### src/rtl/fetch_unit.sv
// Instruction-fetch stage: PC register, one-outstanding imem request, IF/ID register, halt detect.
// Optional build macro FETCH_ZERO_ON_FLUSH_EN: flush also zeroes IF/ID data fields and the hold buffer.
module fetch_unit (
  input  logic        clk,
  input  logic        rst_n,
  input  logic [15:0] pc_next,
  input  logic        stall,
  input  logic        flush,
  output logic        imem_req,
  output logic [15:0] imem_addr,
  input  logic        imem_ack,
  input  logic [15:0] imem_data,
  output logic [15:0] pc_cur,
  output logic        ifid_valid,
  output logic [15:0] ifid_instr,
  output logic [15:0] ifid_pc_plus2,
  output logic        halted
);

  // state | meaning
  // IDLE  | post-reset bubble, no request
  // REQ   | request outstanding at pc_cur
  // HOLD  | fetched word parked while IF/ID is stalled full
  // HALT  | halt opcode fetched, fetch frozen until flush
  typedef enum logic [1:0] {
    IDLE = 2'd0,
    REQ  = 2'd1,
    HOLD = 2'd2,
    HALT = 2'd3
  } state_t;

  state_t      state_q, state_d;
  logic [15:0] pc_q;
  logic [15:0] pc_redirect;
  logic [15:0] pc_plus2;
  logic        ifid_valid_q;
  logic [15:0] ifid_instr_q;
  logic [15:0] ifid_pc_plus2_q;
  logic [15:0] hold_instr_q;
  logic [15:0] hold_pc_plus2_q;
  logic        halted_q;

  logic        ack_taken;
  logic        ifid_accept;
  logic        req_load;
  logic        req_park;
  logic        hold_load;
  logic        ifid_load;
  logic        halt_seen;
  logic        pc_update;
  logic [15:0] load_instr;
  logic [15:0] load_pc_plus2;

  // Instruction addresses are halfword aligned.
  assign pc_redirect   = pc_next & 16'hFFFE;
  assign pc_plus2      = pc_q + 16'd2;

  assign ack_taken     = (state_q == REQ) && imem_ack;
  assign ifid_accept   = !ifid_valid_q || !stall;
  assign req_load      = ack_taken && !flush && ifid_accept;
  assign req_park      = ack_taken && !flush && !ifid_accept;
  assign hold_load     = (state_q == HOLD) && !flush && !stall;
  assign ifid_load     = req_load || hold_load;
  assign load_instr    = hold_load ? hold_instr_q : imem_data;
  assign load_pc_plus2 = hold_load ? hold_pc_plus2_q : pc_plus2;
  assign halt_seen     = (req_load || req_park) && (imem_data[15:12] == 4'hF);
  assign pc_update     = ack_taken || (flush && ((state_q == HOLD) || (state_q == HALT)));

  always_ff @(posedge clk or negedge rst_n) begin
    if (!rst_n) begin
      state_q <= IDLE;
    end else begin
      state_q <= state_d;
    end
  end

  always_comb begin
    state_d = state_q;
    unique case (state_q)
      IDLE: state_d = REQ;
      REQ: begin
        if (imem_ack && !flush) begin
          if (ifid_accept) begin
            state_d = (imem_data[15:12] == 4'hF) ? HALT : REQ;
          end else begin
            state_d = HOLD;
          end
        end
      end
      HOLD: begin
        if (flush) begin
          state_d = REQ;
        end else if (!stall) begin
          state_d = (hold_instr_q[15:12] == 4'hF) ? HALT : REQ;
        end
      end
      HALT: begin
        if (flush) begin
          state_d = REQ;
        end
      end
      default: state_d = IDLE;
    endcase
  end

  always_comb begin
    imem_req = 1'b0;
    if (state_q == REQ) begin
      imem_req = 1'b1;
    end
  end

  always_ff @(posedge clk or negedge rst_n) begin
    if (!rst_n) begin
      pc_q <= 16'h0000;
    end else if (pc_update) begin
      pc_q <= pc_redirect;
    end
  end

  // Flush beats stall; a load into an empty IF/ID proceeds even while stalled.
  always_ff @(posedge clk or negedge rst_n) begin
    if (!rst_n) begin
      ifid_valid_q    <= 1'b0;
      ifid_instr_q    <= 16'h0000;
      ifid_pc_plus2_q <= 16'h0000;
    end else if (flush) begin
      ifid_valid_q    <= 1'b0;
`ifdef FETCH_ZERO_ON_FLUSH_EN
      ifid_instr_q    <= 16'h0000;
      ifid_pc_plus2_q <= 16'h0000;
`endif
    end else if (ifid_load) begin
      ifid_valid_q    <= 1'b1;
      ifid_instr_q    <= load_instr;
      ifid_pc_plus2_q <= load_pc_plus2;
    end else if (!stall) begin
      ifid_valid_q    <= 1'b0;
    end
  end

  always_ff @(posedge clk or negedge rst_n) begin
    if (!rst_n) begin
      hold_instr_q    <= 16'h0000;
      hold_pc_plus2_q <= 16'h0000;
    end else if (req_park) begin
      hold_instr_q    <= imem_data;
      hold_pc_plus2_q <= pc_plus2;
    end
`ifdef FETCH_ZERO_ON_FLUSH_EN
    else if (flush) begin
      hold_instr_q    <= 16'h0000;
      hold_pc_plus2_q <= 16'h0000;
    end
`endif
  end

  // Raised as soon as a halt word is captured, including into the hold buffer.
  always_ff @(posedge clk or negedge rst_n) begin
    if (!rst_n) begin
      halted_q <= 1'b0;
    end else if (flush) begin
      halted_q <= 1'b0;
    end else if (halt_seen) begin
      halted_q <= 1'b1;
    end
  end

  assign imem_addr     = pc_q;
  assign pc_cur        = pc_q;
  assign ifid_valid    = ifid_valid_q;
  assign ifid_instr    = ifid_instr_q;
  assign ifid_pc_plus2 = ifid_pc_plus2_q;
  assign halted        = halted_q;

endmodule

### config.mk
export PLATFORM = sky130hd
export DESIGN_NAME = fetch_unit
export DESIGN_NICKNAME = d
export VERILOG_FILES = /design/src/rtl/fetch_unit.sv
export SDC_FILE = /design/constraint.sdc
export NUM_CORES = 1
export LEC_CHECK = 0
export ABC_AREA = 1
export BUFFER_PORTS_ARGS = -buffer_cell sky130_fd_sc_hd__buf_2
export CORE_ASPECT_RATIO = 0.75
export CORE_MARGIN = 2
export CORE_UTILIZATION = 53
export DETAILED_ROUTE_END_ITERATION = 7
export GPL_ROUTABILITY_DRIVEN = 0
export PLACE_DENSITY = 0.76
export SYNTH_ARGS = -nofsm -noshare
export SYNTH_HDL_FRONTEND = slang
export SYNTH_SLANG_ARGS = --single-unit
export TNS_END_PERCENT = 20
### constraint.sdc
create_clock -name clk -period 4.3 [get_ports clk]
set_input_delay 0 -clock clk [delete_from_list [all_inputs] [get_ports clk]]
set_output_delay 0 -clock clk [all_outputs]
set_load 0.05 [all_outputs]
==> results.cfg, run 1 <==
[outcome]
status = complete, no violations

[synthesis]
synth_simple_gate_area_share_pct = 28.2
synth_cell_types = 27
ys_seq_area_share_pct = 51.9
synth_fa_ha_area_share_pct = 1.28
yosys_warnings = 0
synth_cells = 480
synth_compound_area_share_pct = 7.39
synth_xor_area_share_pct = 1.57
avgSynthCellArea_um2 = 8.14
synth.mux.area_fraction_pct = 1.15
ys_seq_elements = 81
synth_area_um2 = 3910
synth_top_family_by_area = simple AND/OR/NAND/NOR gates

[floorplanning]
design.portCount = 104
placementRows = 27
die_area_um2 = 8090
core_um2 = 7230
start_util_pct = 54.1
die_w_um = 103
die_h_um = 78.4

[clock_network]
clk_latency_ns = 0.36
clk_pin_slew_ns = 0.09
cts_buffers = 9
cts_buffer_depth = 2
clock-sinks = 81
post_cts_buffers = 0
cts_tree = built
clock-root-buffer = clkbuf_8
htree_levels = 3

[pwr]
p_leak_nw = 2.54
power.share.combinational_pct = 52.6
p_seq_share_pct = 33.5
irDropWorstVdd_mv = 0.561
swShare_pct = 53.3
netSwitchingPower_mw = 2.19
p_per_area_nw_per_um2 = 850
clkPwrFrac_pct = 13.9
internal_power_mw = 1.92

[placement]
dp_slack_ns = 1.42
portBuffers = 99
hpwl_um = 5880
post_dp_cell_area_um2 = 4290

[worst_hold_path]
hold_class = in2reg

[grt]
grt_pass1_vias = 3324
grt_max_degree = 82
grt_pass1_wl_um = 15100
gr-total-overflow = 0
antenna_found_initial = 0
grt_use_total_pct = 24.0

[worst_setup_path]
crit_path_start_kind = register
end_kind = register
crit_arrival_ns = 3.19
cpMaxStageDelayCell = nand2_4
max_stage_delay_ns = 0.48
crit_top_cell = nand2_1
crit_chain = inv_1 -> ha_1 -> nand2_1 -> nor2_4 -> inv_2 -> nand2_4 -> inv_2 -> a21oi_1 -> nand2_1 -> nand2_1
crit_type = reg2reg
critPathRequiredTime_ns = 4.60
crit_fanout = 41

[routing]
via_count = 3490
drtAntennaViolNets = 0
wire_per_inst_um = 13.2
first_pass_iters = 4
via_per_inst = 5.02
drtIter0Drc = 224
drc = 0
wirelength_um = 9160

[timing]
rsz0062_at_grt = no
min_period_ns = 2.89
fmax_ghz = 0.346
slew_violations = 0
fin_setup_tns_ns = 0
finalSetupViolations = 0
worst_slack_ns = 1.41
worst_pin_slew_ns = 1.02
period_share_pct = 67.2
skew_ns = 0.0132
finalHoldViolCount = 0
relSlewSlack_pct = 32.3

[cells_and_area]
final_nets = 630
design_area_um2 = 4830
area_growth_pct = 23.5
insertedDiodeCount = 0
drive_gt1_share_pct = 21.7
n_fill_cell = 648

[job]
maxCapViolCount = 0
==> worst max-delay path, delay by kind of cell (launching register included) <==
family	cells	cell delay (ns)
DFF	1	0.41
adders and majority gates	1	0.20
AOI/OAI and AO/OA	1	0.20
and+or+nand+nor	5	1.18
buffers and inverters	3	0.83
==> final timing paths <==
check	startpoint	to	slack, ns	cells past startpoint
setup / recovery	state_q[0]	ifid_pc_plus2[15]	1.41	10
hold / removal	stall	ifid_valid	0.04	3
setup reg to reg	state_q[0]	ifid_pc_plus2[15]	1.41	10
hold reg to reg	hold_instr_q[8]	hold_instr_q[8]	0.48	2
max in group asynchronous	rst_n	hold_pc_plus2_q[15]	3.29	2
min in group asynchronous	rst_n	hold_instr_q[9]	0.35	2
==> logic make-up after synthesis <==
group	count (synthesis)
AND/OR/NAND/NOR	275
flip-flops	81
buffers and inverters	57
AO/OA/AOI/OAI	51
XOR/XNOR	7
adder cells (fa/ha/maj)	4
multiplexers	4
other	1
==> cell usage in the layout (no fill, tap or decap) <==
| cell | netlist | final |
|---|---|---|
| inv_6 | 0 | 1 |
| nand2_2 | 2 | 2 |
| o21ai_0 | 18 | 18 |
| clkbuf_1 | 1 | 1 |
| a22oi_1 | 1 | 1 |
| nor2_4 | 1 | 1 |
| buf_2 | 9 | 98 |
| nand2_1 | 195 | 195 |
| inv_1 | 16 | 16 |
| xor2_1 | 7 | 7 |
| o21ai_1 | 7 | 7 |
| conb_1 | 1 | 3 |
| o21bai_1 | 1 | 1 |
| dlygate4sd3_1 | 0 | 33 |
| nor3_4 | 1 | 1 |
| a31oi_1 | 20 | 20 |
| dfrtp_1 | 81 | 81 |
| nor2_1 | 54 | 54 |
| buf_4 | 22 | 2 |
| clkinv_4 | 0 | 1 |
| nand4_1 | 9 | 9 |
| clkinvlp_4 | 0 | 2 |
| bufinv_16 | 0 | 1 |
| nand3_1 | 12 | 12 |
| clkbuf_8 | 0 | 10 |
| a21oi_1 | 3 | 3 |
| nand2_4 | 1 | 1 |
| o21ai_2 | 1 | 1 |
| mux2_2 | 4 | 4 |
| inv_2 | 4 | 4 |
| ha_1 | 4 | 4 |
==> cells in the mapped netlist <==
| library cell | number | area (um^2) |
|---|---|---|
| nand2_1 | 195 | 732 |
| dfrtp_1 | 81 | 2030 |
| nor2_1 | 54 | 203 |
| buf_4 | 22 | 165 |
| a31oi_1 | 20 | 125 |
| o21ai_0 | 18 | 90.1 |
| inv_1 | 16 | 60.1 |
| nand3_1 | 12 | 60.1 |
| buf_2 | 9 | 45.0 |
| nand4_1 | 9 | 56.3 |
| o21ai_1 | 7 | 35.0 |
| xor2_1 | 7 | 61.3 |
| ha_1 | 4 | 50.1 |
| inv_2 | 4 | 15.0 |
| mux2_2 | 4 | 45.0 |
| a21oi_1 | 3 | 15.0 |
| buf_6 | 3 | 33.8 |
| buf_1 | 2 | 7.51 |
| nand2_2 | 2 | 12.5 |
| a22oi_1 | 1 | 7.51 |
| clkbuf_1 | 1 | 3.75 |
| conb_1 | 1 | 3.75 |
| nand2_4 | 1 | 11.3 |
| nor2_4 | 1 | 11.3 |
| nor3_4 | 1 | 16.3 |
| o21ai_2 | 1 | 8.76 |
| o21bai_1 | 1 | 7.51 |
==> per-stage QoR <==
stage                     hold slack, ns  total power, mW  cells  utilization (%)
final                             0.0406             4.10    695             66.8
after global routing              0.0538             4.37    695             66.8
after CTS                         0.0276             4.11    695             66.8
after detailed placement           0.217             3.52    646             59.4
after global placement             0.208             3.46    646             59.4
after floorplan                   -0.296             3.11    482                -
==> state kept, by name, summed over array words and instances, names as in the netlist <==
register,count
ifid_valid,1
halted,1
ifid_pc_plus2,15
ifid_instr,16
imem_addr,15
hold_instr_q,16
hold_pc_plus2_q,15
state_q,2
==> what timing repair did <==
item | in CTS | in global routing
resized for setup | 0 | 0
hold endpoints to repair | 130 | 0
hold buffers | 33 | 0
==> power groups by stage <==
stage	clock network, mW	logic (mW)	registers, mW
3_3_place_gp	0	2.09	1.37
3_5_place_dp	0	2.14	1.38
5_1_grt	0.616	2.32	1.43
2_1_floorplan	0	1.03	2.08
6_report	0.569	2.16	1.38
4_1_cts	0.581	2.16	1.37
==> layout make-up <==
type	count	area, um^2	share of cell area (%)
clock buffers	11	141	2.93
inverters	20	75.1	1.56
repair buffers	133	836	17.3
multi-input cells	344	1560	32.3
clock inverters	5	62.6	1.30
well taps	101	126	2.62
flip-flops and latches	81	2030	42.0
==> routing by layer <==
metal	vias up	track usage (%)	part of all wire (%)
li1	1729	-	-
met4	0	7.50	1.6
met1	1653	30.9	45
met3	14	6.50	5.0
met2	94	39.6	49
met5	-	0	0
No activity file was read; power rests on OpenSTA's default activity.
==> run 2, diff against run 1 <==
==> constraint.sdc (replaced) <==
create_clock -name clk -period 2.9 [get_ports clk]
set_input_delay 0 -clock clk [delete_from_list [all_inputs] [get_ports clk]]
set_output_delay 0 -clock clk [all_outputs]
set_load 0.05 [all_outputs]
==> run 2 against run 1 <==
Net effect:
- register-to-register slack got worse by 0.59 ns
- power rose by 49%
- clock skew fell by 0.0011 ns
- via count fell by 0.95%
- cell count rose by 0.29%
- combinational power rose by 48%
- global-route usage rose by 0.063 points
- die area did not move
- hold slack improved by 0.034 ns
- setup slack got worse by 0.59 ns
- wire length fell by 1.2%
- maximum frequency rose by 39%
- critical path type unchanged
==> results.cfg, run 2 (synthesis gave the netlist of run 1 again) <==
[placement]
portBuffers = 99
hpwl_um = 5940
dpl.cell_count = 649
dp_slack_ns = 0.816

[clock_network]
cts_buffer_depth = 2
cts_resized = 0
cts_tree = built
clock-sinks = 81
post_cts_buffers = 0
cts_hold_buf = 33
clk_pin_slew_ns = 0.09
clk_latency_ns = 0.36
htree_levels = 3
cts_buffers = 9
clock-root-buffer = clkbuf_8

[cells_and_area]
mostFrequentLayoutCells = nand2_1, buf_2, dfrtp_1
post_layout_nonfiller_instances = 697
final_common_cell = nand2_1
insertedDiodeCount = 0
fin_util_pct = 67.1
drive_gt1_share_pct = 22.1
area_growth_pct = 24.2
final_nets = 633

[timing]
finalHoldViolCount = 0
min_period_ns = 2.08
relSlewSlack_pct = 32.7
worst_slack_ns = 0.817
fmax_ghz = 0.480
period_share_pct = 71.8
holdWs_ns = 0.0749
finalSetupViolations = 0
rsz0062_at_grt = no
fin_setup_tns_ns = 0
skew_ns = 0.0121
worst_pin_slew_ns = 1.01
slew_violations = 0

[routing]
wirelength_um = 9050
wire_per_inst_um = 13.0
via_count = 3457
drtIter0Drc = 196
first_pass_iters = 5
drtAntennaViolNets = 0
drc = 0
via_per_inst = 4.96

[job]
maxCapViolCount = 0

[grt]
antenna_found_initial = 0
grt_pass1_vias = 3257
grt_use_total_pct = 24.1
grt_max_degree = 82
grt_pass1_wl_um = 15100
gr-total-overflow = 0

[floorplanning]
die_h_um = 78.4
die_w_um = 103
core_um2 = 7230
die_area_um2 = 8090
placementRows = 27
start_util_pct = 54.1
design.portCount = 104

[pwr]
netSwitchingPower_mw = 3.21
p_leak_nw = 2.57
p_seq_share_pct = 33.3
swShare_pct = 52.5
clkPwrFrac_pct = 14.5
internal_power_mw = 2.90
irDropWorstVdd_mv = 0.866
power.share.combinational_pct = 52.2
p_per_area_nw_per_um2 = 1260

[worst_hold_path]
hold_class = in2reg
hold_path_depth = 3
min_from = stall

[worst_setup_path]
crit_fanout = 35
cp_num_buf_inv = 2
cpMaxStageDelayCell = nor3_4
critPathRequiredTime_ns = 3.11
reg2reg_setup_slack_ns = 0.82
reg2reg_to = hold_pc_plus2_q[6]
crit_chain = inv_1 -> ha_1 -> nand2_2 -> nor3_4 -> inv_2 -> nand2_1 -> o21ai_1
worst-r2r-cell-count = 7
crit_start = state_q[1]
end_kind = register
max_stage_delay_ns = 0.43
endpoint = hold_pc_plus2_q[6]
reg2reg_from = state_q[1]
crit_type = reg2reg
critical_path.top_delay_family = simple AND/OR/NAND/NOR gates
path_depth = 7
crit_arrival_ns = 2.29
crit_path_start_kind = register

[outcome]
status = complete, no violations
[run 2: cell count changes in the layout (fill, tap and decap cells not counted)]
| cell | change |
|---|---|
| clkbuf_1 | -1 |
| clkinv_2 | +3 |
| clkinvlp_4 | -2 |
| inv_6 | -1 |
| buf_4 | +3 |
| bufinv_16 | +1 |
| clkbuf_8 | -1 |
[run 2: worst min-delay path: cells and delay by family]
family                 cells  cell delay (ns)
AO/OA/AOI/OAI              1             0.11
buffers and inverters      1             0.14
AND/OR/NAND/NOR            1             0.13
[run 2: metal layers]
metal	share of wire, %	wire [um]	GRT usage (%)	up-vias
met3	5.2	472	5.61	7
met1	46	4170	31.4	1636
li1	-	-	-	1725
met2	48	4330	40.5	89
met4	0.91	82	6.32	0
met5	0	0	0	-
[run 2: power by group through the flow]
stage / registers (mW) / clock network, mW / logic [mW]
floorplan: 3.09 / 0 / 1.52
global placement: 2.02 / 0 / 3.12
detailed placement: 2.05 / 0 / 3.16
CTS: 2.03 / 0.900 / 3.20
global route: 2.11 / 0.943 / 3.45
finish: 2.03 / 0.884 / 3.19
[run 2: layout make-up]
type,count,area [um^2]
tap,101,126
fill,623,2380
multi-input combinational,344,1560
clock buffer,9,124
clock inverter,6,83.8
timing repair buffer,136,858
sequential,81,2030
inverter,20,75.1
[run 2: stage by stage]
stage | total power [mW] | instance area [um^2]
after floorplan | 4.61 | 3920
after global placement | 5.14 | 4320
after detailed placement | 5.21 | 4320
after CTS | 6.14 | 4850
after global routing | 6.51 | 4850
final | 6.11 | 4850
[run 2: how the worst min path moves through the flow]
stage	end
after floorplan	halted
after global placement	imem_addr[11]
after detailed placement	imem_addr[1]
after CTS	ifid_valid
after global routing	ifid_valid
final	ifid_valid
==> run 3, diff against run 2 <==
--- a/config.mk
+++ b/config.mk
@@ -9,10 +9,10 @@
 export BUFFER_PORTS_ARGS = -buffer_cell sky130_fd_sc_hd__buf_2
 export CORE_ASPECT_RATIO = 0.75
 export CORE_MARGIN = 2
-export CORE_UTILIZATION = 53
+export CORE_UTILIZATION = 48
 export DETAILED_ROUTE_END_ITERATION = 7
 export GPL_ROUTABILITY_DRIVEN = 0
-export PLACE_DENSITY = 0.76
+export PLACE_DENSITY = 0.73
 export SYNTH_ARGS = -nofsm -noshare
 export SYNTH_HDL_FRONTEND = slang
 export SYNTH_SLANG_ARGS = --single-unit
==> constraint.sdc (replaced) <==
create_clock -name clk -period 1.9 [get_ports clk]
set_input_delay 0 -clock clk [delete_from_list [all_inputs] [get_ports clk]]
set_output_delay 0 -clock clk [all_outputs]
set_load 0.05 [all_outputs]
==> run 3 against run 2 <==
Net effect:
- sequential power increased by 53%
- global-route usage is 1.7 points lower
- setup slack lost 0.66 ns
- maximum frequency rose by 20%
- cell count increased by 1.3%
- non-clock buffer count up 5
- power increased by 52%
==> results.cfg, run 3 (synthesis gave the netlist of run 1 again) <==
[clock_network]
post_cts_buffers = 0
cts_buffers = 9
clock-root-buffer = clkbuf_8
clk_latency_ns = 0.35
clk_pin_slew_ns = 0.09
htree_levels = 3
cts_buffer_depth = 2
clock-sinks = 81
cts_tree = built

[routing]
via_count = 3462
drtAntennaViolNets = 0
wirelength_um = 9290
via_per_inst = 4.90
drc = 0
drtIter0Drc = 241
wire_per_inst_um = 13.2
first_pass_iters = 4

[timing]
skew_ns = 0.0166
period_share_pct = 91.6
holdWs_ns = 0.0681
min_period_ns = 1.74
fin_setup_tns_ns = 0
fmax_ghz = 0.574
finalSetupViolations = 0
worst_pin_slew_ns = 0.625
finalHoldViolCount = 0
slew_violations = 0
rsz0062_at_grt = no
relSlewSlack_pct = 58.3

[worst_setup_path]
critical_path.top_delay_family = buffers and inverters
critPathRequiredTime_ns = 2.19
crit_type = reg2reg
max_stage_delay_ns = 0.39
crit_arrival_ns = 2.03
cp_num_buf_inv = 3
cpMaxStageDelayCell = dfrtp_1
crit_top_cell = nand2_1
crit_chain = inv_1 -> ha_1 -> nand2_1 -> nor2_4 -> inv_2 -> buf_4 -> nor2_1 -> nor2_1 -> nand2_1 -> nand2_1
end_kind = register
crit_fanout = 24
reg2reg_setup_slack_ns = 0.16
crit_path_start_kind = register

[floorplanning]
core_um2 = 7880
placementRows = 28
die_h_um = 82.2
die_area_um2 = 8890
die_w_um = 108
design.portCount = 104
start_util_pct = 49.6

[outcome]
status = complete, no violations

[cells_and_area]
area_growth_pct = 25.7
mostFrequentLayoutCells = nand2_1, buf_2, dfrtp_1
final_common_cell = nand2_1
final_nets = 638
insertedDiodeCount = 0
drive_gt1_share_pct = 23.0

[pwr]
irDropWorstVdd_mv = 1.42
p_per_area_nw_per_um2 = 1890
p_leak_nw = 2.59

[grt]
grt_use_total_pct = 22.5
gr-total-overflow = 0
grt_pass1_wl_um = 15400
grt_pass1_vias = 3167
grt_max_degree = 48
antenna_found_initial = 0

[worst_hold_path]
hold_class = in2reg

[placement]
hpwl_um = 6110
portBuffers = 99

[job]
maxCapViolCount = 0
## run 3: changes by cell type in the layout (fill, tap and decap cells not counted)
cell	previous run	this run
buf_4	5	8
buf_12	0	2
bufinv_16	2	1
clkbuf_8	9	10
clkinv_2	3	2
clkinvlp_4	0	1
ha_1	4	3
ha_2	0	1
inv_2	4	3
inv_4	0	1
## run 3: stage by stage
| step | util, % | cells | power, mW | setup slack (ns) | cell area, um^2 |
|---|---|---|---|---|---|
| floorplan | - | 482 | 7.05 | 0.102 | 3920 |
| global placement | 55.6 | 658 | 7.91 | 0.220 | 4390 |
| detailed placement | 55.6 | 658 | 8.01 | 0.134 | 4390 |
| CTS | 62.3 | 706 | 9.35 | 0.117 | 4910 |
| global route | 62.3 | 706 | 9.90 | 0.00386 | 4910 |
| finish | 62.3 | 706 | 9.28 | 0.159 | 4910 |
## run 3: final cells by class
type,instances,area [um^2]
sequential,81,2030
clock buffer,10,138
inverter,20,77.6
fill,706,2970
clock inverter,5,56.3
multi-input combinational,344,1560
tap,105,131
timing repair buffer,141,921
## run 3: where the power goes
group / leakage [nW] / switching [mW] / internal (mW)
Clock: 0.0981 / 0.626 / 0.634
Sequential: 0.990 / 0.584 / 2.53
Combinational: 1.50 / 3.70 / 1.20
Total: 2.59 / 4.91 / 4.36
## run 3: path summary, 6_finish.rpt
kind	startpoint	end	cells after the start
min in group asynchronous	rst_n	ifid_instr[7]	2
worst max register to register	state_q[0]	ifid_pc_plus2[7]	10
worst min register to register	hold_pc_plus2_q[2]	hold_pc_plus2_q[2]	2
worst min-delay path	stall	ifid_valid	3
worst max-delay path	state_q[0]	ifid_pc_plus2[7]	10
max in group asynchronous	rst_n	imem_addr[5]	3
## run 3: worst register-to-register path, cell delays in order, from the launching register on
cell and delay, ns:
dfrtp_1 0.39, inv_1 0.08, ha_1 0.24, nand2_1 0.14, nor2_4 0.05, inv_2 0.17
buf_4 0.31, nor2_1 0.08, nor2_1 0.12, nand2_1 0.06, nand2_1 0.05
## run 3: per-layer routing
metal / track usage, % / routed length [um] / vias to the layer above / share of wire [%]
met2: 36.7 / 4540 / 84 / 49
met3: 5.42 / 445 / 2 / 4.8
met4: 5.38 / 35 / 0 / 0.38
li1: - / - / 1741 / -
met1: 30.6 / 4270 / 1635 / 46
met5: 0 / 0 / - / 0
## run 3: repair_timing
item                                    CTS  global route
gates resized for setup                   0             2
endpoints found under the setup margin    0             6
hold buffers                             33             0
hold endpoints to repair                 83             0
